## config.mk

```make
export PLATFORM = sky130hd
export DESIGN_NAME = vga_timing_gen
export DESIGN_NICKNAME = d
export VERILOG_FILES = /design/src/rtl/vga_timing_gen_pkg.sv /design/src/rtl/vga_timing_gen_axis_timer.sv /design/src/rtl/vga_timing_gen.sv
export SDC_FILE = /design/constraint.sdc
export NUM_CORES = 1
export LEC_CHECK = 0
export ABC_CLOCK_PERIOD_IN_PS = 2700
export CAP_MARGIN = 20
export CORE_UTILIZATION = 52
export DETAILED_ROUTE_END_ITERATION = 10
export HOLD_SLACK_MARGIN = 0.02
export PLACE_DENSITY_LB_ADDON = 0.05
export SYNTH_ARGS = -nofsm -noshare
export SYNTH_HDL_FRONTEND = slang
export SYNTH_SLANG_ARGS = --single-unit
```

## constraint.sdc

```tcl
create_clock -name clk_i -period 2.7 [get_ports clk_i]
set_input_delay 0.54 -clock clk_i [delete_from_list [all_inputs] [get_ports clk_i]]
set_output_delay 0.54 -clock clk_i [all_outputs]
set_load 0.02 [all_outputs]
```

## src/rtl/vga_timing_gen_pkg.sv

```systemverilog
// vga_timing_gen_pkg: segment encoding, default 640x480 timing and segment helpers
package vga_timing_gen_pkg;
  typedef enum logic [2:0] {
    SEG_DISP,
    SEG_BORD1,
    SEG_FP,
    SEG_SYNC,
    SEG_BORD2,
    SEG_BP
  } seg_e;
  localparam int DEF_CW      = 10;
  localparam int DEF_H_DISP  = 640;
  localparam int DEF_H_BORD1 = 8;
  localparam int DEF_H_FP    = 8;
  localparam int DEF_H_SYNC  = 96;
  localparam int DEF_H_BORD2 = 40;
  localparam int DEF_H_BP    = 8;
  localparam int DEF_V_DISP  = 480;
  localparam int DEF_V_BORD1 = 8;
  localparam int DEF_V_FP    = 2;
  localparam int DEF_V_SYNC  = 2;
  localparam int DEF_V_BORD2 = 25;
  localparam int DEF_V_BP    = 8;
  // Display or either border: the area framed by BORDER.
  function automatic logic in_area(seg_e s);
    return s == SEG_DISP || s == SEG_BORD1 || s == SEG_BORD2;
  endfunction
endpackage

```

## src/rtl/vga_timing_gen_axis_timer.sv

```systemverilog
// vga_timing_gen_axis_timer: one raster axis (counter, segment FSM, sync level)
//   clk_i, rst_ni : clock, synchronous active-low reset
//   step_i        : advance the counter by one
//   count_o       : registered position, 0..TOTAL-1
//   seg_o         : segment the counter enters on the coming edge
//   sync_o        : registered sync level, POL while in the sync segment
//   wrap_o        : counter is at TOTAL-1, the next step wraps to 0
module vga_timing_gen_axis_timer
  import vga_timing_gen_pkg::*;
#(
  parameter int   CW    = 10,
  parameter int   DISP  = 640,
  parameter int   BORD1 = 8,
  parameter int   FP    = 8,
  parameter int   SYNC  = 96,
  parameter int   BORD2 = 40,
  parameter int   BP    = 8,
  parameter logic POL   = 1'b0
) (
  input  logic          clk_i,
  input  logic          rst_ni,
  input  logic          step_i,
  output logic [CW-1:0] count_o,
  output seg_e          seg_o,
  output logic          sync_o,
  output logic          wrap_o
);
  // Last count of each segment; an empty border shares its predecessor's last count.
  localparam logic [CW-1:0] L_DISP = CW'(DISP - 1);
  localparam logic [CW-1:0] L_B1   = CW'(DISP + BORD1 - 1);
  localparam logic [CW-1:0] L_FP   = CW'(DISP + BORD1 + FP - 1);
  localparam logic [CW-1:0] L_SY   = CW'(DISP + BORD1 + FP + SYNC - 1);
  localparam logic [CW-1:0] L_B2   = CW'(DISP + BORD1 + FP + SYNC + BORD2 - 1);
  localparam logic [CW-1:0] L_BP   = CW'(DISP + BORD1 + FP + SYNC + BORD2 + BP - 1);
  logic [CW-1:0] count_q, count_d;
  seg_e          seg_q, seg_d;
  logic          sync_q;
  assign wrap_o  = count_q == L_BP;
  assign count_d = step_i ? (wrap_o ? '0 : count_q + CW'(1)) : count_q;
  always_comb begin
    seg_d = seg_q;
    if (step_i)
      case (seg_q)
        SEG_DISP:  if (count_q == L_DISP) seg_d = (BORD1 > 0) ? SEG_BORD1 : SEG_FP;
        SEG_BORD1: if (count_q == L_B1)   seg_d = SEG_FP;
        SEG_FP:    if (count_q == L_FP)   seg_d = SEG_SYNC;
        SEG_SYNC:  if (count_q == L_SY)   seg_d = (BORD2 > 0) ? SEG_BORD2 : SEG_BP;
        SEG_BORD2: if (count_q == L_B2)   seg_d = SEG_BP;
        SEG_BP:    if (wrap_o)            seg_d = SEG_DISP;
        default:                          seg_d = SEG_BP;
      endcase
  end
  always_ff @(posedge clk_i) begin
    if (!rst_ni) begin
      count_q <= L_BP;
      seg_q   <= SEG_BP;
      sync_q  <= ~POL;
    end else begin
      count_q <= count_d;
      seg_q   <= seg_d;
      sync_q  <= (seg_d == SEG_SYNC) ? POL : ~POL;
    end
  end
  assign count_o = count_q;
  assign seg_o   = seg_d;
  assign sync_o  = sync_q;
endmodule

```

## src/rtl/vga_timing_gen.sv

```systemverilog
// vga_timing_gen: VGA raster timing generator (sync, coordinates, enables, strobes)
//   clk_i, rst_ni       : clock, synchronous active-low reset
//   pix_en_i            : pixel tick, raster advances one pixel when 1
//   vga_hs_o, vga_vs_o  : sync outputs, active level HS_POL/VS_POL
//   hcount_o, vcount_o  : current pixel and line
//   de_o, border_o      : display enable, border flag
//   line_start_o        : one-cycle pulse when hcount has just become 0
//   frame_start_o       : one-cycle pulse when (hcount,vcount) has just become (0,0)
module vga_timing_gen
  import vga_timing_gen_pkg::*;
#(
  parameter int   CW      = DEF_CW,
  parameter int   H_DISP  = DEF_H_DISP,
  parameter int   H_BORD1 = DEF_H_BORD1,
  parameter int   H_FP    = DEF_H_FP,
  parameter int   H_SYNC  = DEF_H_SYNC,
  parameter int   H_BORD2 = DEF_H_BORD2,
  parameter int   H_BP    = DEF_H_BP,
  parameter int   V_DISP  = DEF_V_DISP,
  parameter int   V_BORD1 = DEF_V_BORD1,
  parameter int   V_FP    = DEF_V_FP,
  parameter int   V_SYNC  = DEF_V_SYNC,
  parameter int   V_BORD2 = DEF_V_BORD2,
  parameter int   V_BP    = DEF_V_BP,
  parameter logic HS_POL  = 1'b0,
  parameter logic VS_POL  = 1'b0
) (
  input  logic          clk_i,
  input  logic          rst_ni,
  input  logic          pix_en_i,
  output logic          vga_hs_o,
  output logic          vga_vs_o,
  output logic [CW-1:0] hcount_o,
  output logic [CW-1:0] vcount_o,
  output logic          de_o,
  output logic          border_o,
  output logic          line_start_o,
  output logic          frame_start_o
);
  seg_e h_seg, v_seg;
  logic h_wrap, v_wrap, v_step;
  logic de_q, border_q, line_start_q, frame_start_q;
  logic de_d, border_d, line_start_d, frame_start_d;
  assign v_step = pix_en_i & h_wrap;
  vga_timing_gen_axis_timer #(
    .CW(CW), .DISP(H_DISP), .BORD1(H_BORD1), .FP(H_FP),
    .SYNC(H_SYNC), .BORD2(H_BORD2), .BP(H_BP), .POL(HS_POL)
  ) u_h (
    .clk_i(clk_i), .rst_ni(rst_ni), .step_i(pix_en_i),
    .count_o(hcount_o), .seg_o(h_seg), .sync_o(vga_hs_o), .wrap_o(h_wrap)
  );
  vga_timing_gen_axis_timer #(
    .CW(CW), .DISP(V_DISP), .BORD1(V_BORD1), .FP(V_FP),
    .SYNC(V_SYNC), .BORD2(V_BORD2), .BP(V_BP), .POL(VS_POL)
  ) u_v (
    .clk_i(clk_i), .rst_ni(rst_ni), .step_i(v_step),
    .count_o(vcount_o), .seg_o(v_seg), .sync_o(vga_vs_o), .wrap_o(v_wrap)
  );
  // Flags are decoded from the segments being entered so they line up with the counters.
  assign de_d          = h_seg == SEG_DISP && v_seg == SEG_DISP;
  assign border_d      = in_area(h_seg) && in_area(v_seg) && !de_d;
  assign line_start_d  = v_step;
  assign frame_start_d = v_step & v_wrap;
  always_ff @(posedge clk_i) begin
    if (!rst_ni) begin
      de_q          <= 1'b0;
      border_q      <= 1'b0;
      line_start_q  <= 1'b0;
      frame_start_q <= 1'b0;
    end else begin
      de_q          <= de_d;
      border_q      <= border_d;
      line_start_q  <= line_start_d;
      frame_start_q <= frame_start_d;
    end
  end
  assign de_o          = de_q;
  assign border_o      = border_q;
  assign line_start_o  = line_start_q;
  assign frame_start_o = frame_start_q;
endmodule

```

==> flow_summary.ini, run 1 <==
[detailed_routing]
antenna_left = 0
first_iter_violations = 104
vias = 1649
viasPerCell = 5.81
drc = 0
wirelength_mm = 3.88
wire_per_inst_um = 13.7
first_pass_iters = 4

[yosys]
yosysSeqAreaShare = 0.367
yosys-top-cells-count = 32 x dfxtp_1, 23 x nand2_1, 20 x nor2_1, 13 x nand4_1, 12 x o21ai_0
synth_cell_types = 46
synth.area.top_cells = dfxtp_1 37%, xor2_1 5.5%, nand2_1 4.9%, nand4_1 4.7%, nor2_1 4.3%
syn_nets = 219
netlist_instances = 211
yosysWarnings = 0
yosysMostFrequentCell = dfxtp_1
yosysTopAreaCellShare = 0.367
synthFlopType = dfxtp_1
synth_edf_count = 0
yosys.area.top_type = dfxtp_1
synth_area_per_cell_um2 = 8.28
netlist_area_um2 = 1750
synthArstFlopShare = 0
synth_seq_cells = 32

[clock_tree]
hold_buffers = 0
clockRootBuffer = clkbuf_4
clk_pin_slew_ns = 0.09
cts_buffers = 5
cts-htree-levels = 2
cts.sinks = 32
postCtsSetupBuffers = 0
clockBufferDepth = 2
ctsResizeCount = 0
insertion_delay_ns = 0.33
cts_tree = built

[place]
finalWeightedCongestion = 0.931
pre_cts_slack_ns = 0.206
post-dp-hpwl_mm = 2.89
port_buffers = 28

[sta]
finClkSkew_ns = 0.00441
setup_viol_count_final = 0
slew_viol_final = 0
tns_ns = 0
fmax_mhz = 436
hold_ws_ns = 0.543
max-slew-margin-rel = 0.720
hold_violations = 0
period_needed_ns = 2.29
grt_setup_unrepaired = false
fin_ws_ns = 0.407
worst_slew_pin_slew_ns = 0.418
min_period_over_period = 0.849

[floorplan]
die_h_um = 60.0
coreArea_um2 = 3130
num_rows = 20
ios = 29
start_util = 0.558
dieArea_um2 = 3590
die_x_um = 60.0

[grt]
grt_pass1_wl_mm = 6.33
grt_start_max_net_pins = 11
grt-ovfl-total = 0
grt.total_usage = 0.238
grt_pass1_vias = 1401
antenna_found_initial = 0

[power_and_ir_drop]
powerDensity_nw_per_um2 = 629
irDropWorstVdd_uv = 401
leakagePower_nw = 0.803
total_power_mw = 1.34

[cells_and_area]
antenna_cells = 0
fill_cells = 273
drive_gt1_frac = 0.0708
synthToLayoutAreaGrowth_pct = 21.7
nNetsFinal = 248

[setup_path]
cp-end-kind = register
path_class = register to register
r2r_setup_slack_ns = 0.41
rr_worst_depth = 7
r2r_end = border_o$_SDFF_PN0_
crit_path_max_fanout = 5
crit_required_ns = 2.91
arrival_ns = 2.50
startpoint_type = register
r2r-start = u_h.count_o[1]$_SDFFE_PN1P_

[worst_hold_path]
hp-class = register to register
min_from = u_v.count_o[1]$_SDFFE_PN0P_
whs_endpoint = u_v.count_o[1]$_SDFFE_PN0P_
min_path_cells = 2

[run]
maxCapViolations = 0

[run_status]
status = finished clean
-- state kept, by name, indices dropped and copies added, names as in the netlist --
name           flops
border_o           1
de_o               1
frame_start_o      1
line_start_o       1
u_h.count_o       10
u_h.seg_q          3
u_h.sync_o         1
u_v.count_o       10
u_v.seg_q          3
u_v.sync_o         1
-- layout by cell type (no fill, tap or decap), types with 3 or more instances in the layout --
| master | instances |
|---|---|
| and4_1 | 3 |
| buf_4 | 4 |
| ha_1 | 5 |
| o21ai_1 | 3 |
| a21oi_1 | 7 |
| o21ai_0 | 12 |
| nor2b_1 | 3 |
| or3_1 | 3 |
| o21a_1 | 3 |
| and3_1 | 4 |
| nor2_1 | 20 |
| clkdlybuf4s50_1 | 28 |
| inv_1 | 9 |
| dfxtp_1 | 32 |
| xor2_1 | 11 |
| nor4b_1 | 3 |
| nand2_1 | 23 |
| nor3_1 | 5 |
| nand4_1 | 13 |
| clkbuf_4 | 5 |
| nand3_1 | 10 |
-- critical path, cell delays in order, from the launching register on --
cell and delay [ns]:
dfxtp_1 0.38, ha_1 0.24, and3_1 0.28, nand3_1 0.19, a31o_1 0.27, a311oi_2 0.40, nor4b_1 0.27, a211oi_1 0.12
-- logic make-up (layout without fill, tap and decap cells) --
group / count (synthesis) / count (layout) / share of synthesized area
AO/OA/AOI/OAI: 41 / 41 / 0.156
adder cells (fa/ha/maj): 5 / 5 / 0.0358
AND/OR/NAND/NOR: 102 / 102 / 0.332
buffers and inverters: 19 / 48 / 0.0487
XOR/XNOR: 12 / 12 / 0.0602
flip-flops: 32 / 32 / 0.367
-- cell type report --
type | count | area, um2 | area share
clock buffer | 7 | 65.1 | 0.0306
inverter | 9 | 33.8 | 0.0159
multi-input combinational | 160 | 1020 | 0.480
sequential | 32 | 641 | 0.301
tap | 44 | 55.1 | 0.0259
timing repair buffer | 32 | 310 | 0.146
-- routing by layer --
layer,vias to the layer above,GRT usage,part of all wire,wire length (um)
met2,60,0.348,0.45,1740
met1,758,0.337,0.48,1870
met3,7,0.0455,0.054,210
met4,0,0.110,0.016,61
li1,824,-,-,-
met5,-,0,0,0
-- worst max path at each step --
stage,start,endpoint,slack (ns)
global route,u_v.count_o[1]$_SDFFE_PN0P_,border_o$_SDFF_PN0_,0.14
finish,u_h.count_o[1]$_SDFFE_PN1P_,border_o$_SDFF_PN0_,0.41
CTS,u_h.count_o[1]$_SDFFE_PN1P_,border_o$_SDFF_PN0_,0.42
global placement,pix_en_i,border_o$_SDFF_PN0_,0.28
floorplan,u_h.count_o[0]$_SDFFE_PN1P_,border_o$_SDFF_PN0_,0.58
detailed placement,pix_en_i,border_o$_SDFF_PN0_,0.21
-- report_power, final --
group          internal [mW]  leakage [nW]  total, mW  switching [mW]
Clock                  0.147        0.0374      0.300           0.152
Sequential             0.521         0.261      0.601          0.0798
Combinational          0.195         0.505      0.437           0.243
Total                  0.863         0.803       1.34           0.475
-- stage by stage --
stage / util / std cells / cell area [um2]
2_1_floorplan: - / 211 / 1750
3_3_place_gp: 0.659 / 277 / 2060
3_5_place_dp: 0.659 / 277 / 2060
4_1_cts: 0.680 / 284 / 2130
5_1_grt: 0.680 / 284 / 2130
6_report: 0.680 / 284 / 2130
No activity file was read; power rests on OpenSTA's default activity.
==> run 2, diff against run 1 <==
- ABC_CLOCK_PERIOD_IN_PS: 2700 -> 2200
- clock period: 2.7 -> 2.2 ns (I/O delays scaled with it)
==> run 2 against run 1 <==
- combinational power is 59% higher
- clock skew grew 0.00093 ns
- die area unchanged
- total power grew 33%
- non-clock buffer count grew 22
- highest routed layer unchanged
- worst hold slack got worse by 0.036 ns
- final area up 10%
- largest power group unchanged
- routed wire length grew 13%
==> flow_summary.ini, run 2 (synthesis results as in run 1) <==
[run_status]
status = finished clean

[place]
post-dp-hpwl_mm = 3.21
dpl_cell_area_um2 = 2230
finalWeightedCongestion = 0.979
port_buffers = 28
pre_cts_slack_ns = -0.113

[clock_tree]
hold_buffers = 0
insertion_delay_ns = 0.34
cts.sinks = 32
cts-htree-levels = 2
clk_pin_slew_ns = 0.09
clockBufferDepth = 2
clockRootBuffer = clkbuf_4
cts_tree = built
cts_buffers = 5
postCtsSetupBuffers = 0

[power_and_ir_drop]
powerDensity_nw_per_um2 = 759
leakagePower_nw = 0.925
irDropWorstVdd_uv = 460
total_power_mw = 1.78

[detailed_routing]
viasPerCell = 5.75
first_pass_iters = 5
wirelength_mm = 4.39
wire_per_inst_um = 14.3
vias = 1765
first_iter_violations = 117
antenna_left = 0
drc = 0

[run]
maxCapViolations = 0

[setup_path]
startpoint_type = register
max_stage_delay_ns = 0.38
path_class = register to register
crit_path_max_fanout = 5
arrival_ns = 2.37
startpoint = u_h.count_o[0]$_SDFFE_PN1P_
crit_required_ns = 2.42
r2r-start = u_h.count_o[0]$_SDFFE_PN1P_
path_cells = ha_1 > nor4bb_2 > nand4_1 > a41oi_1 > a311oi_4 > buf_4 > or3_1
cp-end-kind = register
cp_slowest_cell = nor4bb_2

[worst_hold_path]
hp-class = register to register
min_from = u_v.count_o[1]$_SDFFE_PN0P_

[sta]
period_needed_ns = 2.15
tns_ns = 0
grt_setup_unrepaired = true
worst_slew_pin_slew_ns = 0.392
slew_viol_final = 0
hold_violations = 0
max-slew-margin-rel = 0.738
fmax_mhz = 465
fin_ws_ns = 0.0500
min_period_over_period = 0.977
finClkSkew_ns = 0.00533
setup_viol_count_final = 0

[cells_and_area]
drive_gt1_frac = 0.175
layout_commonest_cell = dfxtp_1
nNetsFinal = 270
mostFrequentLayoutCells = 31 x dfxtp_1, 28 x clkdlybuf4s50_1, 26 x buf_4, 23 x nand2_1, 20 x nor2_1
antenna_cells = 0
final_core_util = 0.750
fin_area_um2 = 2340
synthToLayoutAreaGrowth_pct = 34.2

[grt]
antenna_found_initial = 0
grt-ovfl-total = 0
grt.total_usage = 0.262
grt_pass1_vias = 1509
grt_pass1_wl_mm = 7.03
grt_start_max_net_pins = 11

[floorplan]
start_util = 0.558
num_rows = 20
die_x_um = 60.0
ios = 29
coreArea_um2 = 3130
die_h_um = 60.0
dieArea_um2 = 3590
run 2: critical path, delay by kind of cell, from the launching register on:
family                   cells  cell delay [ns]
adder cells (fa/ha/maj)      1             0.22
flip-flops                   1             0.35
AO/OA/AOI/OAI                2             0.43
buffers and inverters        1             0.16
AND/OR/NAND/NOR              3             0.87
run 2: per-stage QoR:
stage               hold WS (ns)  std cells
floorplan                  0.516        211
global placement           0.507        299
detailed placement         0.533        299
CTS                        0.550        307
global route               0.528        307
finish                     0.507        307
run 2: metal layers:
layer | track usage | vias up | wire length [um]
li1 | - | 870 | -
met1 | 0.382 | 824 | 2100
met2 | 0.362 | 61 | 1960
met3 | 0.0519 | 10 | 239
met4 | 0.126 | 0 | 91
met5 | 0 | - | 0
run 2: worst paths after layout:
path | endpoint | slack [ns] | cells after the start
worst max-delay path | u_h.sync_o$_SDFF_PN1_ | 0.05 | 7
worst min-delay path | u_v.count_o[1]$_SDFFE_PN0P_ | 0.51 | 2
worst max register to register | u_h.sync_o$_SDFF_PN1_ | 0.05 | 7
worst min register to register | u_v.count_o[1]$_SDFFE_PN0P_ | 0.51 | 2
run 2: final cells by class:
cell class              instances  area [um2]
inverters                       9        33.8
well taps                      44        55.1
fillers                       225         783
flip-flops and latches         32         642
multi-input cells             160        1080
repair buffers                 54         475
clock buffers                   8        58.8
run 2: where the power goes:
group / total [mW] / internal (mW) / switching, mW / leakage (nW)
Combinational: 0.693 / 0.333 / 0.360 / 0.631
Sequential: 0.734 / 0.639 / 0.0951 / 0.261
Clock: 0.352 / 0.157 / 0.194 / 0.0326
run 2: repair_timing:
action	in CTS	in global routing
resized for setup	0	12
hold endpoints to repair	0	0
endpoints found under the setup margin	0	3
==> run 3, diff against run 2 <==
- HOLD_SLACK_MARGIN: 0.02 -> 0.03
==> results of run 3 <==
Final layout, timing and power as in run 2 (identical DEF).
